## src/rtl/rf_write_arbiter.sv

```systemverilog
// Round-robin arbiter that merges N_REQ register-file write requesters into a single
// registered write port, with a bypass of the in-flight write for readers.
module rf_write_arbiter #(
  parameter int unsigned N_REQ      = 3,
  parameter int unsigned ADDR_WIDTH = 3,
  parameter int unsigned DATA_WIDTH = 16
) (
  input  logic                        clk,
  input  logic                        rst,
  input  logic                        flush,
  input  logic [N_REQ-1:0]            req_valid,
  input  logic [N_REQ*ADDR_WIDTH-1:0] req_addr,
  input  logic [N_REQ*DATA_WIDTH-1:0] req_data,
  output logic [N_REQ-1:0]            req_ready,
  output logic                        w_en,
  output logic [ADDR_WIDTH-1:0]       w_addr,
  output logic [DATA_WIDTH-1:0]       w_data,
  output logic [1:0]                  w_src,
  input  logic [ADDR_WIDTH-1:0]       q_addr,
  output logic                        fwd_hit,
  output logic [DATA_WIDTH-1:0]       fwd_data
);

  logic [1:0]            ptr_q, ptr_d;
  logic [3:0]            valid_ext;
  logic [3:0]            grant_ext;
  logic [2:0]            idx;
  logic [1:0]            gnt_idx;
  logic                  found;
  logic                  grant_en;
  logic                  transfer;
  logic                  w_en_q;
  logic [ADDR_WIDTH-1:0] w_addr_q, w_addr_d;
  logic [DATA_WIDTH-1:0] w_data_q, w_data_d;
  logic [1:0]            w_src_q;

  assign valid_ext = 4'(req_valid);

  // Search from ptr upward, wrapping at N_REQ-1; first valid requester wins.
  always_comb begin
    grant_ext = '0;
    gnt_idx   = '0;
    found     = 1'b0;
    idx       = '0;
    for (int i = 0; i < N_REQ; i++) begin
      idx = 3'(ptr_q) + 3'(i);
      if (idx >= 3'(N_REQ)) idx = idx - 3'(N_REQ);
      if (!found && valid_ext[idx[1:0]]) begin
        found              = 1'b1;
        grant_ext[idx[1:0]] = 1'b1;
        gnt_idx            = idx[1:0];
      end
    end
  end

  assign grant_en  = rst && !flush;
  assign req_ready = grant_en ? grant_ext[N_REQ-1:0] : '0;
  assign transfer  = grant_en && found;

  always_comb begin
    ptr_d    = ptr_q;
    w_addr_d = req_addr[32'(gnt_idx)*ADDR_WIDTH +: ADDR_WIDTH];
    w_data_d = req_data[32'(gnt_idx)*DATA_WIDTH +: DATA_WIDTH];
    if (transfer) begin
      ptr_d = (gnt_idx == 2'(N_REQ - 1)) ? 2'd0 : gnt_idx + 2'd1;
    end
  end

  always_ff @(posedge clk or negedge rst) begin
    if (!rst) begin
      ptr_q    <= '0;
      w_en_q   <= 1'b0;
      w_addr_q <= '0;
      w_data_q <= '0;
      w_src_q  <= '0;
    end else begin
      ptr_q  <= ptr_d;
      w_en_q <= transfer;
      // Payload holds while idle so the write port stays stable.
      if (transfer) begin
        w_addr_q <= w_addr_d;
        w_data_q <= w_data_d;
        w_src_q  <= gnt_idx;
      end
    end
  end

  assign w_en     = w_en_q;
  assign w_addr   = w_addr_q;
  assign w_data   = w_data_q;
  assign w_src    = w_src_q;
  assign fwd_hit  = w_en_q && (w_addr_q == q_addr);
  assign fwd_data = fwd_hit ? w_data_q : '0;

endmodule
```

## config.mk

```make
export PLATFORM = sky130hd
export DESIGN_NAME = rf_write_arbiter
export DESIGN_NICKNAME = d
export VERILOG_FILES = /design/src/rtl/rf_write_arbiter.sv
export SDC_FILE = /design/constraint.sdc
export NUM_CORES = 1
export LEC_CHECK = 0
export ABC_AREA = 0
export ABC_CLOCK_PERIOD_IN_PS = 3300
export BUFFER_PORTS_ARGS = -buffer_cell sky130_fd_sc_hd__buf_2
export CAP_MARGIN = 0
export CORE_UTILIZATION = 37
export DETAILED_ROUTE_END_ITERATION = 16
export PLACE_DENSITY = 0.81
export SYNTH_ARGS = -nofsm -noshare
export SYNTH_HDL_FRONTEND = slang
export SYNTH_SLANG_ARGS = --single-unit
```

## constraint.sdc

```tcl
create_clock -name clk -period 3.3 [get_ports clk]
set_input_delay 0.825 -clock clk [delete_from_list [all_inputs] [get_ports clk]]
set_output_delay 0.825 -clock clk [all_outputs]
set_load 0.005 [all_outputs]
```

; Yosys cells after proc, flatten, opt, wreduce, memory -nomap -nowiden
; Index checks and enable logic that the tools add are counted.
[totals]
memories = 0
latch_bits = 0
output_inout_bits = 42
mem_bits_ro = 0
elab_cells = 65
input_bits = 66
ff_bits = 24
ramBits = 0
[op_classes]
n_mul = 1
bitwise_logic = 2
n_reduce_logical = 11
n_div = 0
n_lt_le_gt_ge = 9
shifts = 2
addsub = 6
eq_ne = 2
mux = 27
[op_table]
columns = cell, n
row1 = $shiftx 48x7->16, 1
row2 = $mux 16, 1
row3 = $mux 2, 7
row4 = $mux 3, 4
row5 = $lt 2x3->1 const B, 3
row6 = $mux 1, 9
row7 = $shiftx 9x5->3, 1
row8 = $logic_and 1x1->1, 8
row9 = $bmux 1 s2, 3
row10 = $demux 1 s2, 3
row11 = $ge 2x1->1 const B, 3
row12 = $ge 3x2->1 const B, 2
row13 = $or 3x3->3, 2
row14 = $sub 2x2->2 const B, 3
row15 = $mul 2x2->4 const B, 1
row16 = $add 2x1->3 const B, 1
row17 = $add 2x2->3 const B, 1
row18 = $eq 3x3->1, 1
row19 = $logic_not 1->1, 3
row20 = $add 2x1->2 const B, 1
row21 = $eq 2x2->1 const B, 1
row22 = $ge 2x2->1 const B, 1

; Logic depth before layout (Yosys ltp)
; Gate-level depths: netlist of run 1.
[depth]
word_depth = 13
depth_mapped = 11
ltp_nobuf = 8

; Worst setup path after synthesis of run 1
; No wires, ideal clock.
[synth_timing]
path_kind = input port to output port
start = input port q_addr[2]
end = output port fwd_data[0]
setup_slack_ns = 0.694
path_buffers = 1
path_stages = 4
required_ns = 2.475
arrival_time_ns = 1.781
path_cell_list = xor2_1 nor3_1 clkbuf_1 and2_1
[synth_between]
elab_chain_cells = 3
[synth_lines]
columns = element, line
row1 = start: declaration, 19  ; input logic [ADDR_WIDTH-1:0] q_addr,
row2 = $eq 3x3->1, 92  ; assign fwd_hit = w_en_q && (w_addr_q == q_addr);
row3 = $logic_and 1x1->1, 92
row4 = named net fwd_hit, 20  ; output logic fwd_hit,
row5 = $mux 16, 93  ; assign fwd_data = fwd_hit ? w_data_q : '0;
row6 = end: declaration, 21  ; output logic [DATA_WIDTH-1:0] fwd_data
; The timed path passes the listed nets, and every way through them passes these cells.

; Worst setup path in the final report of run 1
[layout_timing]
start = register ptr_q[1]
end = output port req_ready[0]
[layout_between]
elab_chain_cells = 12
word_cells_on_any_way = 44
classes_between = add/sub (5) / order compare (9) / mux (21) / bitwise (2) / reduce/logical (7)
[layout_lines]
columns = element, line
row1 = start: declaration, 24  ; logic [1:0] ptr_q, ptr_d;
row2 = start signal: assignment, 77  ; ptr_q <= ptr_d;
row3 = $add 2x1->3 (tied with other cells), 46  ; idx = 3'(ptr_q) + 3'(i);
row4 = $ge 3x2->1 (tied with other cells), 47  ; if (idx >= 3'(N_REQ)) idx = idx - 3'(N_REQ);
row5 = $mux 2 (tied with other cells), 47
row6 = $lt 2x3->1 (implied by the code) (tied with other cells), 50  ; grant_ext[idx[1:0]] = 1'b1;
row7 = $logic_and 1x1->1 (implied by the code) (tied with other cells), 50
row8 = $mux 1 (implied by the code) (tied with other cells), 50
row9 = $demux 1 s2 (tied with other cells), 50
row10 = $or 3x3->3 (no line) or $mux 1 (tied branches), --
row11 = $mux 3 or $logic_not 1->1 (tied branches), 48  ; if (!found && valid_ext[idx[1:0]]) begin
row12 = $or 3x3->3 (no line) or $logic_and 1x1->1 (tied branches), --
row13 = $mux 3 *, 48
row14 = $mux 3 *, 57  ; assign req_ready = grant_en ? grant_ext[N_REQ-1:0] : '0;
row15 = end: declaration, 14  ; output logic [N_REQ-1:0] req_ready,
; Mark *: on every way between the ends. The rest lies on a longest branch, timed or not. The select of a mux whose other input is x is not followed.

==> metrics.txt, run 1 <==
outcome=finished clean; first-pass GRT wire length=8160 um; WL final=5290 um; highest-count cells in the layout ignoring fill and taps=107 x buf_2, 28 x nand2_1, 24 x dfrtp_1; core area=4790 sq um; fillcell total=470; Worst Setup End Kind=output pin; Starting Density=39.1%; Peak VDD IR=381 uV; CTS max path bufs=2; vias in the first global route=1782; I/O pin count=108; critical-path maximum fanout=9; met2 Use GR=35.4%; cells resized by post-CTS repair=0; number of routed nets with antenna violations=0; Rows=25; Die Span X=73.2 um; Cells after DPL=366; Crit Path Class=flip-flop to output pin; RSZ-0062 raised after global routing=no; gpl congestion=0.900; TritonCTS clock tree=built; Initial DRT Pass Iterations=4; final setup vio count=0; Synthesized Nets=268; Setup Skew=7.16 ps; reg2reg path depth=9; RR Endpoint=w_data[8]; Slew @ Worst Pin=473 ps; combinational fraction of design power=63.5%; # hold bufs at CTS=0; initial antenna violation count=0; clk_lat worst skew=270 ps; Leak Pwr=1.33 nW; layout cells sized above 1=48.8%; Die ar.=5350 sq um; Slew Viols, Final=0; All-Layer GR Usage=19.6%; Syn Area/Cell=9.46 sq um; post-DR vias/cell=5.04; clk slew on worst S/H paths=90 ps; overall die height=73.2 um; PwrDens=785 nW/um^2; hold path startpoint=w_src[1]; # diodes=0; CTS sink cnt=24; R2R Path Start=ptr_q[0]; Fin Setup TNS=0 ps; post-CTS setup buffer count=0; startpoint type of the worst setup path=flip-flop; sequential fraction of design power=26.4%; post-layout min period=3050 ps; DP HPWL=4020 um; hold path depth=2; global routing met1 resource utilization=23.5%; Crit path arrival time=2230 ps; via count=1864; Worst R2R Setup Slack=580 ps; fmax=327 MHz; slew margin rel.=68.4%; met3 Use GR=4.42%; Max Cap Viol=0; Post-Syn Area=1870 sq um; Yosys warnings=0; final cell count without fillers=370; period utilization=92.6%; root buffer cell=clkbuf_8; Routed wire per std cell=14.3 um; Residual DRC=0; Iter 0 DRT Violations=76; Hold Path Class=flip-flop to flip-flop; total grt overflow=0; Psw=0.000874 W; P_int=0.00111 W; # H-tree levels=1; WHS Endpoint=w_src[1]; switching share of power=44.2%; port bufs=107; global routing's busiest layer=met2; Synth Register Bits=24; most common cell after layout, fill and taps aside=buf_2; hold violation total from the final report=0; TritonCTS buffer count=3; Clock power frac=10.1%; Req. time, crit path=2470 ps; Final nets=374; post-synthesis cell type count=42; Syn-to-layout area delta=34.6%; Post-Synthesis Cells=198; register area share after synthesis=32.1%; largest net degree at the start of global routing=27
-- cell type report --
cell class / instances / area, sq um / share of cell area [%]
clock buffer: 4 / 55.1 / 2.18
inverter: 4 / 15.0 / 0.596
multi-input combinational: 156 / 1170 / 46.5
sequential: 24 / 601 / 23.8
tap: 67 / 83.8 / 3.33
timing repair buffer: 115 / 596 / 23.6
-- state kept, by name, indices dropped and copies added (netlist names) --
signal	count
w_addr	3
w_src	2
ptr_q	2
w_en	1
w_data	16
-- worst max path at each step --
stage | start | to | depth (start not counted)
after detailed placement | req_valid[0] | req_ready[0] | 7
final | ptr_q[1] | req_ready[0] | 8
after floorplan | q_addr[2] | fwd_data[0] | 4
after global placement | req_valid[2] | req_ready[0] | 7
after global routing | ptr_q[0] | req_ready[0] | 7
after CTS | ptr_q[1] | req_ready[0] | 8
-- synth_stat cells --
library cell | count | area, sq um
xnor2_1 | 1 | 8.76
a211oi_1 | 1 | 7.51
o21ai_2 | 1 | 8.76
o221ai_1 | 1 | 8.76
nand3b_1 | 5 | 37.5
ha_1 | 4 | 50.1
a22oi_1 | 1 | 7.51
mux2_4 | 1 | 15.0
mux2i_1 | 21 | 210
nand2_1 | 28 | 105
a21o_1 | 1 | 7.51
a21bo_2 | 1 | 10.0
inv_2 | 1 | 3.75
clkbuf_1 | 7 | 26.3
mux2i_2 | 1 | 13.8
and2_1 | 16 | 100
nand2b_1 | 4 | 25.0
nor3_1 | 1 | 5.00
o31ai_4 | 1 | 21.3
a21oi_2 | 1 | 8.76
xor2_1 | 2 | 17.5
a31oi_1 | 1 | 6.26
nand3_1 | 19 | 95.1
a2bb2oi_1 | 1 | 8.76
nor2b_1 | 3 | 18.8
o21a_1 | 1 | 7.51
o21ai_0 | 4 | 20.0
buf_2 | 2 | 10.0
inv_1 | 3 | 11.3
a211o_1 | 1 | 8.76
or3_4 | 1 | 11.3
nor2_1 | 3 | 11.3
o211a_1 | 1 | 10.0
buf_6 | 5 | 56.3
o211ai_2 | 19 | 238
o21ai_1 | 2 | 10.0
nor3b_1 | 1 | 7.51
a21oi_1 | 3 | 15.0
or2b_1 | 1 | 7.51
a221oi_1 | 1 | 8.76
dfrtp_1 | 24 | 601
o22ai_1 | 2 | 12.5
-- metal layers --
metal | wire length [um] | part of all wire (%) | vias to the layer above
li1 | - | - | 921
met1 | 2210 | 42 | 856
met2 | 2680 | 51 | 85
met3 | 377 | 7.1 | 2
met4 | 18 | 0.34 | 0
met5 | 0 | 0 | -
-- power by group through the flow --
stage / logic [W] / registers (W) / clock network [W]
final: 0.00126 / 0.000522 / 0.000200
after global routing: 0.00138 / 0.000537 / 0.000222
after CTS: 0.00126 / 0.000522 / 0.000211
after detailed placement: 0.00126 / 0.000525 / 0
after global placement: 0.00123 / 0.000521 / 0
after floorplan: 0.000918 / 0.000526 / 0
-- cells by family (layout without fill, tap and decap cells) --
kind of cell / count (synthesis) / in the layout / share of synthesized area (%)
xor gates and xnor gates: 3 / 3 / 1.40
DFF: 24 / 24 / 32.1
adders and majority gates: 4 / 4 / 2.67
AOI/OAI and AO/OA: 44 / 44 / 22.7
buffers and inverters: 18 / 123 / 5.74
and+or+nand+nor: 82 / 82 / 22.6
muxes: 23 / 23 / 12.8
-- through the flow --
stage	util (%)	setup slack (ps)	cell area (sq um)	hold WS (ps)	power, W
final	52.7	245	2520	486	0.00198
after global routing	52.7	85.4	2520	537	0.00214
after CTS	52.6	158	2520	490	0.00200
after detailed placement	51.5	423	2460	466	0.00178
after global placement	51.5	426	2460	460	0.00175
after floorplan	-	694	1870	470	0.00144
-- worst max-delay path, stage by stage (launching register included) --
cell and delay, ps:
dfrtp_1 410, inv_1 110, ha_2 300, mux2_4 340, o221ai_1 190, o21a_1 160
nand2_1 50, a221oi_1 230, buf_2 160
Note: power is estimated with default switching activity, not from simulation.
==> run 2: changes to the inputs <==
Settings changed: CELL_PAD_IN_SITES_DETAIL_PLACEMENT set to 0, CELL_PAD_IN_SITES_GLOBAL_PLACEMENT set to 1, CORE_UTILIZATION 37 to 34, MAX_ROUTING_LAYER set to met4, PLACE_DENSITY 0.81 to 0.95.
==> run 2 against run 1 <==
Combinational power about the same. Register-to-register slack better by 150 ps. Fmax down 2.0%. Setup slack worse by 62 ps. Cell count up 0.81%. Routed wire length down 0.64%. Non-clock buffer count unchanged. Critical path depth unchanged. Count of clock-buffer cells in the layout down 1. Clock power up 30%. Critical path type unchanged. Highest routed layer unchanged.
==> metrics.txt, run 2 (same netlist as run 1, synthesis figures left out) <==
fmax=321 MHz (-2.0%); gpl congestion=0.893 (-0.80%); Hold Path Class=primary input to asynchronous set/reset pin; largest net degree at the start of global routing=27 (unchanged); DP HPWL=3910 um (-2.6%); Rows=26 (+4.0%); CTS sink cnt=24 (unchanged); sequential fraction of design power=25.6% (-0.8 points); switching share of power=43.3% (-0.83 points); most common cell after layout, fill and taps aside=buf_2; layout cells sized above 1=48.8% (unchanged); # hold bufs at CTS=0 (unchanged); startpoint type of the worst setup path=flip-flop; core area=5200 sq um (+8.8%); Iter 0 DRT Violations=58 (-24%); Clock power frac=12.6% (+2.5 points); max reg flops=16 (unchanged); # H-tree levels=1 (unchanged); Max Cap Viol=0 (unchanged); Initial DRT Pass Iterations=4 (unchanged); Leak Pwr=1.35 nW (+0.83%); clk_lat worst skew=270 ps (about the same); Die ar.=5810 sq um (+8.6%); Worst Setup End Kind=output pin; delay-heaviest family, CP=compound AO/OA/AOI/OAI gates; port bufs=107 (unchanged); vias in the first global route=1814 (+1.8%); WL final=5250 um (-0.64%); via count=1879 (+0.80%); I/O pin count=108 (unchanged); first-pass GRT wire length=8710 um (+6.8%); slowest CP cell=dfrtp_1; Crit path arrival time=2290 ps (+60 ps); post-layout min period=3120 ps (+62.5 ps); Peak VDD IR=331 uV (-13%); WP buf/inv=2 (unchanged); # diodes=0 (unchanged); TritonCTS buffer count=3 (unchanged); WHS=431 ps (-55.4 ps); worst path cell trace=inv_1 -> ha_1 -> mux2_4 -> o221ai_1 -> o21a_1 -> nand2_1 -> a221oi_1 -> buf_2; Syn-to-layout area delta=36.2%; number of routed nets with antenna violations=0 (unchanged); P_int=0.00116 W (+5.3%); Slew @ Worst Pin=520 ps (+46.8 ps); max incr delay on CP=410 ps (about the same); period utilization=94.5% (+1.9 points); Residual DRC=0 (unchanged); initial antenna violation count=0 (unchanged); Die Span X=76.2 um (+4.2%); combinational fraction of design power=61.8% (-1.7 points); post-CTS setup buffer count=0 (unchanged); Psw=0.000890 W (+1.8%); Setup Skew=12.8 ps (+5.60 ps); Req. time, crit path=2470 ps (about the same); outcome=finished clean; clk slew on worst S/H paths=100 ps (about the same); post-DR vias/cell=5.04 (about the same); Worst R2R Setup Slack=730 ps (+150 ps); post-route cell area=2550 sq um (+1.2%); critical-path maximum fanout=9 (unchanged); Starting Density=36.0% (-3.2 points); Fin Setup TNS=0 ps (unchanged); TritonCTS clock tree=built; Routed wire per std cell=14.1 um (-1.4%); total grt overflow=0 (unchanged); slew margin rel.=65.3% (-3.1 points); dpl cell area=2480 sq um (+0.66%); hold violation total from the final report=0 (unchanged); RSZ-0062 raised after global routing=no; Slew Viols, Final=0 (unchanged); CTS max path bufs=2 (unchanged); cells resized by post-CTS repair=0 (unchanged); PwrDens=805 nW/um^2 (+2.5%); root buffer cell=clkbuf_8; final setup vio count=0 (unchanged); overall die height=76.2 um (+4.2%); Crit Path Class=flip-flop to output pin; highest-count cells in the layout ignoring fill and taps=107 x buf_2, 28 x nand2_1, 24 x dfrtp_1; All-Layer GR Usage=19.0% (-0.62 points); Final nets=374 (unchanged)
-- run 2: metrics by stage --
step / utilization, % / setup slack (ps) / std cells / total power, W
after global routing: 49.0 / 24.7 / 373 / 0.00221
after detailed placement: 47.6 / 425 / 369 / 0.00181
after CTS: 49.0 / 192 / 373 / 0.00207
after floorplan: - / 694 / 198 / 0.00144
final: 49.0 / 183 / 373 / 0.00205
after global placement: 47.6 / 434 / 369 / 0.00179
-- run 2: path summary, 6_finish.rpt --
check | endpoint | from | cells past startpoint
max | req_ready[0] | ptr_q[1] | 8
min | w_addr[1] | rst | 1
max reg2reg | w_data[11] | ptr_q[1] | 9
min reg2reg | w_src[1] | w_src[1] | 2
max in group asynchronous | w_data[15] | rst | 2
min in group clk | w_src[1] | w_src[1] | 2
-- run 2: routing by layer --
metal	routed length (um)	track usage, %	share of wire [%]
met5	0	-	0
met3	399	3.95	7.6
met4	79	4.42	1.5
met1	2300	23.2	44
met2	2480	32.0	47
-- run 2: layout make-up --
type	instances	area [sq um]
Clock buffer	3	41.3
Clock inverter	1	30.0
Fill cell	519	2650
Inverter	4	15.0
Multi-Input combinational cell	156	1180
Sequential cell	24	601
Tap cell	70	87.6
Timing Repair Buffer	115	596
-- run 2: power by group through the flow --
| stage | combinational, W | clock (W) | sequential, W |
|---|---|---|---|
| 2_1_floorplan | 0.000918 | 0 | 0.000526 |
| 3_3_place_gp | 0.00127 | 0 | 0.000525 |
| 3_5_place_dp | 0.00127 | 0 | 0.000532 |
| 4_1_cts | 0.00128 | 0.000271 | 0.000525 |
| 5_1_grt | 0.00138 | 0.000283 | 0.000545 |
| 6_report | 0.00127 | 0.000259 | 0.000525 |
==> run 3: changes to the inputs <==
Settings changed: ABC_CLOCK_PERIOD_IN_PS 3300 to 2710, CAP_MARGIN 0 to 40, CORE_UTILIZATION 34 to 28, PLACE_DENSITY 0.95 to 0.88.
Clock period 3.3 ns to 2.71 ns, I/O delays scaled along.
==> run 3 against run 2 <==
Die area up 21%. Count of clock-buffer cells in the layout unchanged. Via count up 0.53%. Setup slack worse by 98 ps. Critical path depth unchanged. First-iteration DRC count down 26%.
==> metrics.txt, run 3 (same netlist as run 1, synthesis figures left out) <==
outcome=finished clean; vias in the first global route=1881 (+3.7%); worst path cell trace=inv_2 -> ha_4 -> mux2_4 -> o221ai_2 -> o21a_1 -> nand2_1 -> a221oi_2 -> buf_2; clk slew on worst S/H paths=80 ps (-20 ps); Initial DRT Pass Iterations=4 (unchanged); Syn-to-layout area delta=43.0%; port bufs=107 (unchanged); largest net degree at the start of global routing=26 (-3.7%); Hold Path Class=primary input to asynchronous set/reset pin; RSZ-0062 raised after global routing=yes; Residual DRC=0 (unchanged); final cell count without fillers=388 (+4.0%); # diodes=0 (unchanged); Iter 0 DRT Violations=43 (-26%); hold violation total from the final report=0 (unchanged); layout cells sized above 1=52.4% (+3.6 points); Crit Path Class=flip-flop to output pin; CTS max path bufs=2 (unchanged); core area=6390 sq um (+23%); Routed wire per std cell=14.2 um (+0.91%); highest-count cells in the layout ignoring fill and taps=107 x buf_2, 28 x nand2_1, 24 x dfrtp_1; most common cell after layout, fill and taps aside=buf_2; first-pass GRT wire length=8830 um (+1.4%); Leak Pwr=1.39 nW (+3.2%); initial antenna violation count=0 (unchanged); slew margin rel.=80.9% (+16 points); reg2reg path depth=9 (unchanged); Max Cap Viol=0 (unchanged); startpoint type of the worst setup path=flip-flop; Tot Pwr=0.00259 W (+26%); CTS sink cnt=24 (unchanged); Die Span X=83.8 um (+9.9%); Final nets=383 (+2.4%); TritonCTS buffer count=3 (unchanged); overall die height=83.8 um (+9.9%); Starting Density=29.3% (-6.7 points); Register Area=601 sq um (unchanged); via count=1889 (+0.53%); # H-tree levels=1 (unchanged); Req. time, crit path=2030 ps (-440 ps); Cells after DPL=381 (+3.3%); dpl cell area=2550 sq um (+2.7%); max reg flops=16 (unchanged); slowest CP cell=dfrtp_1; total grt overflow=0 (unchanged); PwrDens=968 nW/um^2 (+20%); clk_lat worst skew=260 ps (about the same); Rows=29 (+12%); Worst Setup End Kind=output pin; Die ar.=7020 sq um (+21%); period utilization=96.9%; post-layout min period=2620 ps; Slew Viols, Final=0 (unchanged); critical-path maximum fanout=3 (-6); fillcell total=647 (+25%); max incr delay on CP=390 ps (-20 ps); fmax=381 MHz; final setup vio count=0 (unchanged); Slew @ Worst Pin=286 ps (-234 ps); All-Layer GR Usage=15.8% (-3.2 points); area of the multi-input gates=1240 sq um (+4.8%); gpl congestion=0.880 (-1.5%); Crit path arrival time=1950 ps (-340 ps); post-route cell area=2680 sq um (+5.0%); post-DR vias/cell=4.87 (-3.4%); Peak VDD IR=401 uV (+21%); root buffer cell=clkbuf_8; number of routed nets with antenna violations=0 (unchanged); DP HPWL=4090 um (+4.5%); TritonCTS clock tree=built; WL final=5520 um (+5.0%); Setup Skew=3.97 ps (-8.78 ps); I/O pin count=108 (unchanged)
[run 3: path summary, 6_finish.rpt]
kind                            slack (ps)     start      endpoint
min in group clk                       490  w_src[0]      w_src[0]
worst max-delay path                    90  ptr_q[1]  req_ready[0]
worst min-delay path                   360       rst      ptr_q[1]
worst max register to register         370  ptr_q[1]     w_data[0]
worst min register to register         490  w_src[0]      w_src[0]
max in group asynchronous             2110       rst    w_data[13]
[run 3: cell type report]
cell class,count,share of cell area [%]
repair buffers,124,25.7
flip-flops and latches,24,22.4
multi-input cells,156,46.2
well taps,77,3.60
clock buffers,3,1.54
inverters,4,0.560
[run 3: per-stage QoR]
stage / setup TNS [ps] / setup WS, ps / utilization (%) / hold WS, ps
floorplan: 0 / 325 / - / 382
global placement: 0 / 139 / 39.9 / 461
detailed placement: 0 / 109 / 39.9 / 472
CTS: 0 / 30.4 / 41.0 / 364
global route: -43.0 / -43.0 / 41.9 / 367
finish: 0 / 85.2 / 41.9 / 363
[run 3: per-layer routing]
| metal | routed length [um] | vias up | global-route usage [%] |
|---|---|---|---|
| met5 | 0 | - | - |
| met3 | 327 | 2 | 2.77 |
| met4 | 16 | 0 | 3.08 |
| met2 | 2820 | 78 | 28.2 |
| li1 | - | 939 | - |
| met1 | 2350 | 870 | 18.8 |
[run 3: worst max-delay path, delay by kind of cell (launching register included)]
family | cells | cell delay [ps]
simple gates | 1 | 60
compound gates | 3 | 530
flops | 1 | 390
buf+inv | 2 | 240
fa+ha+maj | 1 | 150
mux | 1 | 310
[run 3: power by group]
part	leakage (nW)	total [W]	internal (W)	switching, W
clock	0.0216	0.000202	0.0000991	0.000103
combinational	1.07	0.00175	0.000839	0.000912
sequential	0.301	0.000640	0.000520	0.000120
[run 3: timing repair]
item | 4_1_cts | 5_1_grt
gates resized for setup | 6 | 6
setup buffers | 1 | 3
pin swaps | 0 | 2
hold buffers | 0 | 0
setup endpoints to repair | 3 | 2
